## src/rtl/sort_16x8b_collector.sv

```systemverilog
// Collects a stream of 8-bit elements into a padded 16-slot block for the
// 16x8b sorter. A block closes after 16 elements or on in_last. A completed
// block that cannot be handed over yet is parked in the fill buffer (HOLD)
// until the output register frees up.
module sort_16x8b_collector #(
    parameter logic [7:0] PAD_VALUE = 8'hFF
) (
    input  logic         clk,
    input  logic         rst_n,
    input  logic         in_valid,
    output logic         in_ready,
    input  logic [7:0]   in_data,
    input  logic         in_last,
    output logic         out_valid,
    input  logic         out_ready,
    output logic [127:0] out_data,
    output logic [4:0]   out_count
);

    typedef enum logic {FILL, HOLD} state_t;

    state_t       state_q, state_d;
    logic [3:0]   idx_q, idx_d;
    logic         out_valid_q, out_valid_d;
    logic [127:0] out_data_q, out_data_d;
    logic [4:0]   out_count_q, out_count_d;
    logic [4:0]   pend_cnt_q, pend_cnt_d;
    logic [7:0]   buf_q [16];
    logic [7:0]   buf_d [16];

    logic         accept;
    logic         complete;
    logic         reg_free;
    logic [4:0]   fill_cnt;
    logic [4:0]   xfer_cnt;
    logic [127:0] xfer_data;

    // in_ready comes from state only, so out_ready never reaches it combinationally
    assign in_ready  = (state_q == FILL);
    assign accept    = in_valid && in_ready;
    assign complete  = accept && ((idx_q == 4'd15) || in_last);
    assign reg_free  = !out_valid_q || out_ready;
    assign fill_cnt  = {1'b0, idx_q} + 5'd1;

    assign out_valid = out_valid_q;
    assign out_data  = out_data_q;
    assign out_count = out_count_q;

    // Fill buffer write; the element completing a block is included so both
    // the direct and the deferred transfer see the whole block.
    always_comb begin
        buf_d = buf_q;
        if (accept) buf_d[idx_q] = in_data;
    end

    // Pack the block to transfer; slots past the count get PAD_VALUE so stale
    // buffer contents never leak out.
    always_comb begin
        xfer_cnt  = (state_q == HOLD) ? pend_cnt_q : fill_cnt;
        xfer_data = '0;
        for (int k = 0; k < 16; k++) begin
            xfer_data[8*k +: 8] = (k < int'(xfer_cnt)) ? buf_d[k] : PAD_VALUE;
        end
    end

    // Next-state and output-register control
    always_comb begin
        state_d     = state_q;
        idx_d       = idx_q;
        out_valid_d = out_valid_q;
        out_data_d  = out_data_q;
        out_count_d = out_count_q;
        pend_cnt_d  = pend_cnt_q;
        case (state_q)
            FILL: begin
                if (complete) begin
                    if (reg_free) begin
                        out_data_d  = xfer_data;
                        out_count_d = fill_cnt;
                        out_valid_d = 1'b1;
                        idx_d       = 4'd0;
                    end else begin
                        pend_cnt_d  = fill_cnt;
                        state_d     = HOLD;
                    end
                end else begin
                    if (accept) idx_d = idx_q + 4'd1;
                    if (out_valid_q && out_ready) out_valid_d = 1'b0;
                end
            end
            HOLD: begin
                if (out_valid_q && out_ready) begin
                    out_data_d  = xfer_data;
                    out_count_d = pend_cnt_q;
                    out_valid_d = 1'b1;
                    idx_d       = 4'd0;
                    state_d     = FILL;
                end
            end
            default: state_d = FILL;
        endcase
    end

    // Control and output registers
    always_ff @(posedge clk or negedge rst_n) begin
        if (!rst_n) begin
            state_q     <= FILL;
            idx_q       <= 4'd0;
            out_valid_q <= 1'b0;
            out_data_q  <= 128'h0;
            out_count_q <= 5'd0;
            pend_cnt_q  <= 5'd0;
        end else begin
            state_q     <= state_d;
            idx_q       <= idx_d;
            out_valid_q <= out_valid_d;
            out_data_q  <= out_data_d;
            out_count_q <= out_count_d;
            pend_cnt_q  <= pend_cnt_d;
        end
    end

    // Fill buffer storage; contents are masked by the count, so no reset
    always_ff @(posedge clk) begin
        buf_q <= buf_d;
    end

endmodule

```

## config.mk

```make
export PLATFORM = sky130hd
export DESIGN_NAME = sort_16x8b_collector
export DESIGN_NICKNAME = d
export VERILOG_FILES = /design/src/rtl/sort_16x8b_collector.sv
export SDC_FILE = /design/constraint.sdc
export NUM_CORES = 1
export LEC_CHECK = 0
export CORE_MARGIN = 2
export CORE_UTILIZATION = 30
export CTS_CLUSTER_SIZE = 25
export DETAILED_ROUTE_END_ITERATION = 10
export GPL_TIMING_DRIVEN = 0
export PLACE_DENSITY = 0.5
export SYNTH_ARGS = -nofsm -noshare
export SYNTH_HDL_FRONTEND = slang
export SYNTH_SLANG_ARGS = --single-unit
```

## constraint.sdc

```tcl
create_clock -name clk -period 2.18 [get_ports clk]
set_input_delay 0.436 -clock clk [delete_from_list [all_inputs] [get_ports clk]]
set_output_delay 0.436 -clock clk [all_outputs]
set_load 0.03 [all_outputs]
```

# After elaboration in Yosys (flattened, before gate mapping)
# Index checks and enable logic that the tools add are counted.
[word_totals]
ff_bits = 272
output_inout_bits = 135
word_cells = 106
inputBits = 13
[op_classes]
n_eq_ne = 7
reduce_logical = 11
mux = 43
bitwise = 3
order_cmp = 18
addsub = 2
[op_table]
columns = ["cell", "n"]
rows = [
  ["$mux 128", 4],
  ["$pmux 128 s2", 1],
  ["$mux 8", 17],
  ["$bwmux 128", 1],
  ["$lt 4x5->1 const A", 8],
  ["$demux 8 s4", 1],
  ["$lt 3x5->1 const A", 4],
  ["$mux 5", 4],
  ["$mux 4", 4],
  ["$reduce_and 3->1", 4],
  ["$lt 1x5->1 const A", 2],
  ["$lt 2x5->1 const A", 2],
  ["$pmux 5 s2", 1],
  ["$pmux 4 s2", 1],
  ["$mux 1", 7],
  ["$ne 2x1->1 const B", 3],
  ["$ne 3x1->1 const B", 2],
  ["$add 4x1->5 const B", 1],
  ["$ge 5x5->1 const B", 1],
  ["$lt 5x1->1 const B", 1],
  ["$not 4->5", 1],
  ["$add 4x1->4 const B", 1],
  ["$eq 4x4->1 const B", 1],
  ["$logic_and 1x1->1", 4],
  ["5 further kinds", 8],
]

# Depth between registers and ports, before layout
# Gate-level depths: netlist of run 1.
[logic_depth]
word_depth = 11
ltp_mapped = 9
mapped_depth_nobuf = 6

# Worst setup path before layout of run 1
# OpenSTA, ideal clock, no wires.
[synth_timing]
path_kind = "reg2reg"
from = "reg idx_q[0]"
to = "reg out_data_q[72] (netlist: out_data[72])"
setup_time_ns = 0.146
required_time_ns = 2.034
stages_incl_launch_ff = 10
synth_period_minus_slack_ns = 1.992
n_path_buf = 4
arrival_time_ns = 1.846
setup_slack_ns = 0.188
path_cell_list = "dfrtp_1 ha_1 buf_2 a311oi_1 or3_1 buf_4 buf_6 buf_2 nand2_1 o211ai_2"
[synth_via]
elab_chain_len = 11
word_cells_on_any_way = 21
classes_between = "1 x add/sub; 3 x order compare; 2 x eq/ne; 10 x mux; 1 x bitwise; 4 x reduce/logical"
[synth_lines]
columns = ["element", "line", "rtl"]
rows = [
  ["start, declared", "23", "logic [3:0] idx_q, idx_d;"],
  ["start signal, assigned", "115", "idx_q <= idx_d;"],
  ["$not 4->5 (not written as such)", "53", "if (accept) buf_d[idx_q] = in_data;"],
  ["$ge 5x5->1 (not written as such) or $lt 5x1->1 (tied branches)", "53", ""],
  ["$logic_and 1x1->1 (not written as such)", "53", ""],
  ["$mux 8 (not written as such)", "53", ""],
  ["$demux 8 s4", "53", ""],
  ["$bwmux 128", "53", ""],
  ["$mux 128", "53", ""],
  ["$mux 8", "62", "xfer_data[8*k +: 8] = (k < int'(xfer_cnt)) ? buf_d[k] : PAD_VALUE;"],
  ["$mux 128", "77", "if (reg_free) begin"],
  ["$mux 128", "76", "if (complete) begin"],
  ["$pmux 128 s2", "74", "case (state_q)"],
  ["end signal, assigned", "117", "out_data_q <= out_data_d;"],
  ["end, declared", "25", "logic [127:0] out_data_q, out_data_d;"],
]
# Several ways; a longest one is shown, not always the timed one. The select of a mux whose other input is x is not followed.
# A chain may end at the register's enable or synchronous reset.

# Worst setup path after layout of run 1
[layout_timing]
from = "reg state_q"
to = "out in_ready"
[layout_via]
elab_chain_len = 1
[layout_lines]
columns = ["element", "line", "rtl"]
rows = [
  ["start, declared", "22", "state_t state_q, state_d;"],
  ["start signal, assigned", "114", "state_q <= state_d;"],
  ["$not 1->1 (no source line)", "n/a", ""],
  ["end, declared", "11", "output logic in_ready,"],
]
# No other way between the ends.

==> results.md, run 1 <==
* Status: finished clean
* Setup violators final at 0
* Initial antenna violation count at 0
* Final Max Slew Viols at 0
* Pwr/cell area at between 1500 and 2000 nW/µm²
* I/O pin total at between 100 and 150
* Data required time of the worst path at about 1.7 ns
* Routed WL at roughly 30000 µm
* First-pass GRT wire length at between 40000 and 50000 µm
* Layout cells sized above 1 at 0.1675
* Row count at slightly below 70
* Initial Util at 0.3027
* Slew at the pin closest to its max-slew limit at roughly 1.0 ns
* Max-slew headroom at 0.3116
* Post-route cell area at between 10000 and 15000 µm²
* CP arrival at around 1.7 ns
* Mapped Cells at 939
* Depth of the most critical reg-to-reg path at 7
* Leakage at 6.310 nW
* CTS Buffer Depth at 3
* Routability cong. at between 0.8 and 0.9
* CTS tree: done
* Most common cell after layout, fill and taps aside: clkdlybuf4s50_1
* ANT cells at 0
* Synthesis Warnings at 0
* Setup TNS at 0 ns
* Netlist cell types at 56
* Drt via density at roughly 4.6
* CTS Buf Count at 30
* Post-DR wirelength/cell at 18.51 µm
* Post-layout util at 0.3972
* Height of the die at 192.8 µm
* Hold crit path type: in -> async
* CTS sink cnt at ~270
* DP Area at about 13000 µm²
* Vias in the first global route at 7498
* Root Driver: clkbuf_16
* Crit path launch type: flip-flop
* Max-cap violations at 0
* Critical path type: reg -> out
* Avg Cell Area, Syn at between 10 and 15 µm²
* Number of vias in the routed layout at between 7000 and 8000
* VDD IR max at 0.6960 mV
* Die Area at about 37000 µm²
* Initial DRC count at roughly 350
* Synth Register Bits at ~270
* Fmax at around 470 MHz
* Grt ovf at 0
* # DRC at 0
* Post-Syn Area at roughly 11000 µm²
* Final nets at about 1100
* Sequential area share after synthesis at 0.5768
* Pre-CTS setup slack at -0.4877 ns
* Clock Pin Slew Worst Setup and Hold Paths at roughly 0.06 ns
* Final period util at 0.9763
* Clock Skews at approximately 0.025 ns
* Worst skew pair latency at 0.56 ns
* Crit. End Element: primary output
* Die X-Extent at about 190 µm
* Port Buffers at approximately 150
* P&R area growth vs syn at 31.22%
* GRT Util Overall at 0.1618
* Routed Antenna Nets at 0
* Syn_nets at 956
* DP Wirelength at roughly 20000 µm
* Core Area at about 35000 µm²
* Most frequent cells in the layout: 144 x clkdlybuf4s50_1, 142 x dfrtp_1, 128 x dfxtp_1
* H-tree depth at 1
* Final Hold Fails at 0
* Maximum fanout along the worst path at 10
* Worst Slack Setup Final at 0.05163 ns
* Largest net degree at the start of global routing at 90
* Router iterations before antenna repair at 4
* Final min period at around 2.1 ns
==> repair_timing <==
item | 4_1_cts | 5_1_grt
setup endpoints to repair | 144 | 153
hold buffers | 1 | 0
hold endpoints to repair | 55 | 0
pin swaps | 5 | 1
gates resized for setup | 41 | 14
buffers inserted | 2 | 7
==> per-layer routing <==
| layer | vias up | routed length [µm] | part of all wire | GRT usage |
|---|---|---|---|---|
| met5 | - | 0 | 0 | 0 |
| met4 | 0 | 469 | 0.016 | 0.03259 |
| met3 | 36 | 1214 | 0.041 | 0.02346 |
| met2 | 167 | 13670 | 0.46 | 0.2582 |
| met1 | 3645 | 14510 | 0.49 | 0.2328 |
| li1 | 3585 | - | - | - |
==> report_power, final <==
part / internal [mW] / total [mW] / switching, mW
Clock: 2.84 / 4.90 / 2.05
Sequential: 6.67 / 7.57 / 0.906
Combinational: 3.71 / 9.43 / 5.72
Total: 13.2 / 21.9 / 8.68
==> worst max-delay path, stage by stage (launching register included) <==
cell,delay [ns]
dfrtp_1,0.36
buf_4,0.18
inv_2,0.21
clkdlybuf4s15_2,0.38
==> cells by family after synthesis <==
logic type,share of synthesized area
buffers and inverters,0.07094
DFF,0.5768
xor gates and xnor gates,0.003161
AOI/OAI and AO/OA,0.1249
adders and majority gates,0.004682
muxes,0.1300
and+or+nand+nor,0.08943
==> state kept, by name, indices dropped and copies added, names as in the netlist <==
name,cells
buf_q,128
out_data,128
out_count,5
pend_cnt_q,5
idx_q,4
out_valid,1
state_q,1
==> worst paths after layout <==
| check | slack (ns) | to | from |
|---|---|---|---|
| worst min register to register | 0.45 | buf_q[30] | buf_q[30] |
| worst max register to register | 0.11 | out_data[20] | idx_q[0] |
| worst max-delay path | 0.05 | in_ready | state_q |
| min in group clk | 0.45 | buf_q[30] | buf_q[30] |
| worst min-delay path | 0.38 | out_data[1] | rst_n |
| max in group asynchronous | 0.95 | out_data[105] | rst_n |
==> synth_stat cells (all sizes together) <==
library cell    n  area [µm²]
a311oi          1       8.760
dfxtp         128        2562
a31oi          50       312.8
clkbuf         16       60.06
nand2b         22       137.6
and3            2       12.51
nor3            1       10.01
o31a           16       140.1
nor2           80       320.3
o22a            1       8.760
o21ai           8       43.79
a22o            2       17.52
or3             4       25.02
o211ai         37       431.7
a311o           1       10.01
and2b           1       7.510
o32ai           1       8.760
nand2          62       240.2
nand3b          4       50.05
nor2b           3       18.77
a21oi          25       132.6
mux2i         114        1154
a221o           1       10.01
nand4bb         1       11.26
nand3           5       40.04
o32a            2       20.02
mux2           21       236.5
inv           116       435.4
xnor2           2       17.52
buf            36       262.8
nor3b           3       22.52
dfrtp         144        3603
a31o            1       8.760
ha              4       50.05
or3b            2       17.52
o221ai         17       166.4
xor2            1       16.27
o21a            2       15.01
nand4           2       42.54
==> per-stage QoR <==
step,power [mW],hold WS (ns),std cells
floorplan,13.09,0.1404,939
global placement,16.77,0.4349,1547
detailed placement,16.81,0.3859,1548
CTS,22.03,0.3846,1606
global route,23.17,0.4239,1613
finish,21.90,0.3819,1613
==> final cells by class <==
cell class / instances / area (µm²)
fill: 3481 / 21280
sequential: 272 / 6168
multi-input combinational: 499 / 3928
timing repair buffer: 158 / 1607
clock buffer: 47 / 864.6
tap: 461 / 576.8
inverter: 116 / 435.4
buffer: 52 / 357.8
clock inverter: 8 / 88.84
Note: power is estimated with default switching activity, not from simulation.
==> inputs of run 2 (changes only) <==
PLACE_DENSITY = not set   (was 0.5)
RECOVER_POWER = 25   (was not set)
SETUP_SLACK_MARGIN = 0.4   (was not set)
==> run 2 against run 1 <==
  * Critical path depth rose by 5
  * Setup slack improved by 0.078 ns
  * Count of clock-buffer cells in the layout shrank 3
  * Register-to-register slack gained 0.02 ns
  * Routed wire length rose by 12%
  * First-iteration DRC count is 33% higher
  * Total power grew 18%
  * Sequential share of layout area decreased by 8.5 points
  * Fmax increased by 3.8%
  * Non-clock buffer count is 75 higher
  * Worst hold slack improved by 0.074 ns
  * Clock power rose by 1%
==> results.md, run 2 (synthesis results as in run 1) <==
* DP Wirelength at approximately 20000 µm
* GRT Util Overall at 0.1679
* Height of the die at around 190 µm
* Pwr/cell area at ~1500 nW/µm²
* # DRC at 0
* Data required time of the worst path at about 2.6 ns
* Worst skew pair latency at approximately 0.57 ns
* Routed WL at 33420 µm
* Grt ovf at 0
* P&R area growth vs syn at 62.58%
* Critical path type: reg -> reg
* Setup violators final at 0
* Vias in the first global route at 8053
* Final Max Slew Viols at 0
* DP Area at 12910 µm²
* Status: finished clean
* First-pass GRT wire length at around 48000 µm
* Maximum fanout along the worst path at 8
* Reg power frac at 0.307
* CP arrival at 2.51 ns
* Final min period at about 2.1 ns
* Post-route cell area at 17380 µm²
* Max-slew headroom at 0.3113
* I/O pin total at between 100 and 150
* Clock network fraction of total power at 0.192
* Switch share at 0.4046
* Crit path launch type: flip-flop
* Hold crit path type: reg -> reg
* ANT cells at 0
* Clock Pin Slew Worst Setup and Hold Paths at roughly 0.060 ns
* Clock Skews at between 0.03 and 0.04 ns
* Port Buffers at 147
* Die X-Extent at 192.8 µm
* Largest net degree at the start of global routing at 77
* Row count at slightly below 70
* Routed Antenna Nets at 0
* Pint at ~15 mW
* Slew at the pin closest to its max-slew limit at 1.033 ns
* Final Hold Fails at 0
* Layout cells sized above 1 at 0.4047
* Net Sw Power at approximately 10 mW
* H-tree depth at 1
* Max-cap violations at 0
* Root Driver: clkbuf_16
* Fmax at approximately 500 MHz
* Initial DRC count at 459
* CTS sink cnt at 272
* CTS Buffer Depth at 3
* Final nets at between 1000 and 1500
* CTS Buf Count at 30
* Most common cell after layout, fill and taps aside: dfrtp_1
* Fillers at about 3000
* Final period util at 0.9406
* Setup TNS at 0 ns
* Die Area at ~37000 µm²
* Number of vias in the routed layout at roughly 8000
* Router iterations before antenna repair at 5
* Initial antenna violation count at 0
* Most frequent cells in the layout: 142 x dfrtp_1, 128 x dfxtp_1, 113 x inv_1
* Crit. End Element: flip-flop
* VDD IR max at about 0.87 mV
* Core Area at approximately 35000 µm²
* Routability cong. at between 0.8 and 0.9
* Initial Util at 0.3027
* Logic gate share of total power at 0.501
* CTS tree: done
* Post-DR wirelength/cell at 19.79 µm
* Leakage at around 7.7 nW
* RSZ-0062 raised after global routing: yes
* Drt via density at ~4.8
run 2: cell count changes in the layout (fill, tap and decap cells not counted), moves of 20 or more:
cell             delta
clkdlybuf4s50_1   -133
dlymetal6s2s_1     +72
mux2i_1            -65
mux2i_4            +56
nor2_1             -55
nor2_4             +40
buf_12             +36
clkbuf_2           +32
dlygate4sd2_1      +20
run 2: timing repair:
item,CTS,global route
buffers inserted,36,30
hold endpoints to repair,68,0
cloned,14,4
pin swaps,33,51
hold buffers,1,0
gates resized for setup,255,452
endpoints found under the setup margin,387,376
run 2: critical path, cell delays in order, from the launching register on:
cell	delay [ns]
dfrtp_1	0.44
ha_4	0.19
buf_8	0.13
buf_12	0.13
nand4bb_4	0.20
o211ai_4	0.30
buf_6	0.15
nand3_4	0.17
a31oi_4	0.23
run 2: area by class of cell:
class / count / area, µm² / area share
inverter: 116 / 455.4 / 0.02621
sequential: 272 / 6168 / 0.3550
multi-input combinational: 499 / 5669 / 0.3262
tap: 461 / 576.8 / 0.03319
clock inverter: 12 / 106.4 / 0.006120
buffer: 52 / 785.8 / 0.04522
clock buffer: 44 / 863.3 / 0.04968
timing repair buffer: 233 / 2753 / 0.1584
run 2: path summary, 6_finish.rpt:
check | cells after the start | slack, ns | to | from
min in group asynchronous | 2 | 0.62 | out_data[5] | rst_n
worst max-delay path | 8 | 0.13 | out_data[23] | idx_q[1]
worst max register to register | 8 | 0.13 | out_data[23] | idx_q[1]
worst min-delay path | 2 | 0.46 | buf_q[62] | buf_q[62]
worst min register to register | 2 | 0.46 | buf_q[62] | buf_q[62]
max in group asynchronous | 3 | 0.58 | out_data[41] | rst_n
run 2: power groups by stage:
stage	combinational, mW	clock, mW	sequential, mW
4_1_cts	10.8	5.04	7.66
2_1_floorplan	3.70	0	9.52
3_3_place_gp	9.13	0	7.68
5_1_grt	13.6	5.26	8.09
6_report	12.9	4.95	7.90
3_5_place_dp	9.23	0	7.70
run 2: through the flow:
step / hold slack, ns / power (mW) / std cells / util / setup slack, ns
6_report: 0.4557 / 25.74 / 1689 / 0.4922 / 0.1296
5_1_grt: 0.4776 / 26.99 / 1689 / 0.4922 / 0.05443
4_1_cts: 0.4545 / 23.47 / 1655 / 0.4315 / 0.1253
3_5_place_dp: 0.4392 / 16.93 / 1548 / 0.3655 / -0.4302
3_3_place_gp: 0.4346 / 16.81 / 1547 / 0.3647 / -6.344
2_1_floorplan: 0.1404 / 13.21 / 939 / - / 0.3352
run 2: per-layer routing:
layer	vias up	track usage	wire, µm
met5	-	0	0
met4	0	0.03376	479
met3	33	0.02819	1731
met2	189	0.2800	16740
met1	4042	0.2293	14470
li1	3771	-	-
==> inputs of run 3 (changes only) <==
CTS_CLUSTER_DIAMETER = 30   (was not set)
HOLD_SLACK_MARGIN = 0.03   (was not set)
==> run 3 against run 2 <==
  * Register-to-register slack about the same
  * Total power increased by 17%
  * Final cell count increased by 4.1%
  * Worst hold slack got worse by 0.0076 ns
  * Critical path depth increased by 1
  * Fmax increased by 0.43%
==> results.md, run 3 (synthesis results as in run 1) <==
* Grt ovf at 0
* Final min period at roughly 2.0 ns
* Die X-Extent at about 190 µm
* Crit path launch type: flip-flop
* Clock Skews at ~0.031 ns
* VDD IR max at between 0.7 and 0.8 mV
* Critical Path, Cell by Cell: ha_4 -> buf_8 -> buf_6 -> nand4bb_4 -> o211ai_4 -> buf_6 -> buf_6 -> buf_8 -> o31a_1
* Pwr/cell area at between 1500 and 2000 nW/µm²
* Crit-path most repeated cell: buf_6
* Routed Antenna Nets at 0
* Routed metal-1 wirelength at roughly 15000 µm
* DP Wirelength at between 15000 and 20000 µm
* CP arrival at about 2.5 ns
* Data required time of the worst path at around 2.7 ns
* WL met2 at around 17000 µm
* CTS Buf Count at just under 60
* Max-slew headroom at 0.3112
* Slowest CP cell: dfrtp_2
* I/O pin total at roughly 150
* CP Buf/Inv Count at 5
* Vias in the first global route at approximately 8400
* GRT Util Overall at 0.1745
* Met3 Routed Length at 1971 µm
* Post-DR wirelength/cell at between 15 and 20 µm
* Fmax at slightly below 500 MHz
* Slew at the pin closest to its max-slew limit at a little over 1 ns
* Most frequent cells in the layout: 141 x dfrtp_1, 128 x dfxtp_1, 112 x inv_1
* Initial Util at 0.3027
* RSZ-0062 raised after global routing: yes
* Routability cong. at 0.8279
* Delay-heaviest family, CP: buffers and inverters
* Core Area at 35310 µm²
* Final Max Slew Viols at 0
* CTS Buffer Depth at 3
* Die Area at 37160 µm²
* CTS sink cnt at roughly 270
* Worst skew pair latency at between 0.5 and 0.6 ns
* Maximum fanout along the worst path at 8
* Final Hold Fails at 0
* Critical path type: reg -> reg
* Status: finished clean
* Height of the die at approximately 190 µm
* P&R area growth vs syn at 70.84%
* Initial DRC count at between 400 and 500
* Number of vias in the routed layout at around 8400
* # DRC at 0
* Leakage at 8.104 nW
* Most common cell after layout, fill and taps aside: dfrtp_1
* Root Driver: clkbuf_16
* Worst path max stage delay at ~0.46 ns
* Hold slack at 0.4481 ns
* Crit. End Element: flip-flop
* Initial antenna violation count at 0
* Clock Pin Slew Worst Setup and Hold Paths at roughly 0.040 ns
* Setup violators final at 0
* H-tree depth at 2
* CTS tree: done
* Final nets at approximately 1300
* Max-cap violations at 0
* Row count at between 60 and 70
* First-pass GRT wire length at approximately 49000 µm
* Largest net degree at the start of global routing at 77
* ANT cells at 0
* Layout cells sized above 1 at 0.4684
* Hold crit path type: reg -> reg
* Router iterations before antenna repair at 5
* Port Buffers at 147
* Drt via density at 4.779
* Routed WL at between 30000 and 40000 µm
* Highest routed layer: met4
* Final period util at 0.9365
* Total power draw at roughly 30 mW
==> run 3: changes by cell type in the layout (fill, tap and decap cells not counted), sizes merged <==
cell,delta
bufinv,+6
clkdlybuf4s15,+33
clkbuf,+44
clkinvlp,+9
buf,+25
inv,+2
dlymetal6s2s,-31
dlygate4sd2,-21
clkinv,+3
==> run 3: what timing repair did <==
action | CTS | global route
buffers inserted | 51 | 32
cloned | 9 | 6
hold buffers | 1 | 0
endpoints found under the hold margin | 68 | 0
setup endpoints to repair | 385 | 326
resized for setup | 380 | 406
pin swaps | 88 | 83
==> run 3: layout make-up <==
cell class / count / area, µm²
Fill cell: 2912 / 17050
Inverter: 116 / 439.2
Multi-Input combinational cell: 499 / 5514
Clock buffer: 80 / 1668
Clock inverter: 32 / 422.9
Sequential cell: 272 / 6170
Buffer: 52 / 676.9
Timing Repair Buffer: 247 / 2794
Tap cell: 461 / 576.8
==> run 3: final timing paths <==
check / startpoint / endpoint / slack, ns / depth (start not counted)
setup / recovery: idx_q[0] / out_data[63] / 0.14 / 9
hold / removal: buf_q[73] / buf_q[73] / 0.45 / 2
setup reg to reg: idx_q[0] / out_data[63] / 0.14 / 9
hold reg to reg: buf_q[73] / buf_q[73] / 0.45 / 2
max in group asynchronous: rst_n / out_data[116] / 0.58 / 3
min in group asynchronous: rst_n / out_data[6] / 0.63 / 2
==> run 3: power by group <==
| group | total, mW | leakage [nW] | switching [mW] | internal (mW) |
|---|---|---|---|---|
| logic | 13.0 | 4.52 | 7.24 | 5.80 |
| registers | 7.93 | 2.60 | 1.24 | 6.69 |
| clock network | 9.16 | 0.991 | 2.96 | 6.20 |
| total | 30.1 | 8.10 | 11.4 | 18.7 |
==> run 3: metrics by stage <==
stage	cells	TNS [ns]	setup slack, ns	util	cell area [µm²]
2_1_floorplan	939	0	0.3352	-	10830
3_3_place_gp	1547	-886.66	-6.344	0.3647	12880
3_5_place_dp	1548	-59.57	-0.4302	0.3655	12910
4_1_cts	1721	0	0.1248	0.4685	16540
5_1_grt	1759	0	0.08371	0.5172	18260
6_report	1759	0	0.1383	0.5172	18260
==> run 3: layer usage <==
layer,GRT usage,vias to the layer above
li1,-,3861
met4,0.05285,0
met3,0.03873,60
met1,0.2311,4228
met2,0.2840,258
met5,0,-
==> run 3: worst min-delay path: cells and delay by family, from the launching register on <==
kind	cells	cell delay, ns
DFF	1	0.30
muxes	1	0.07
buffers and inverters	1	0.05
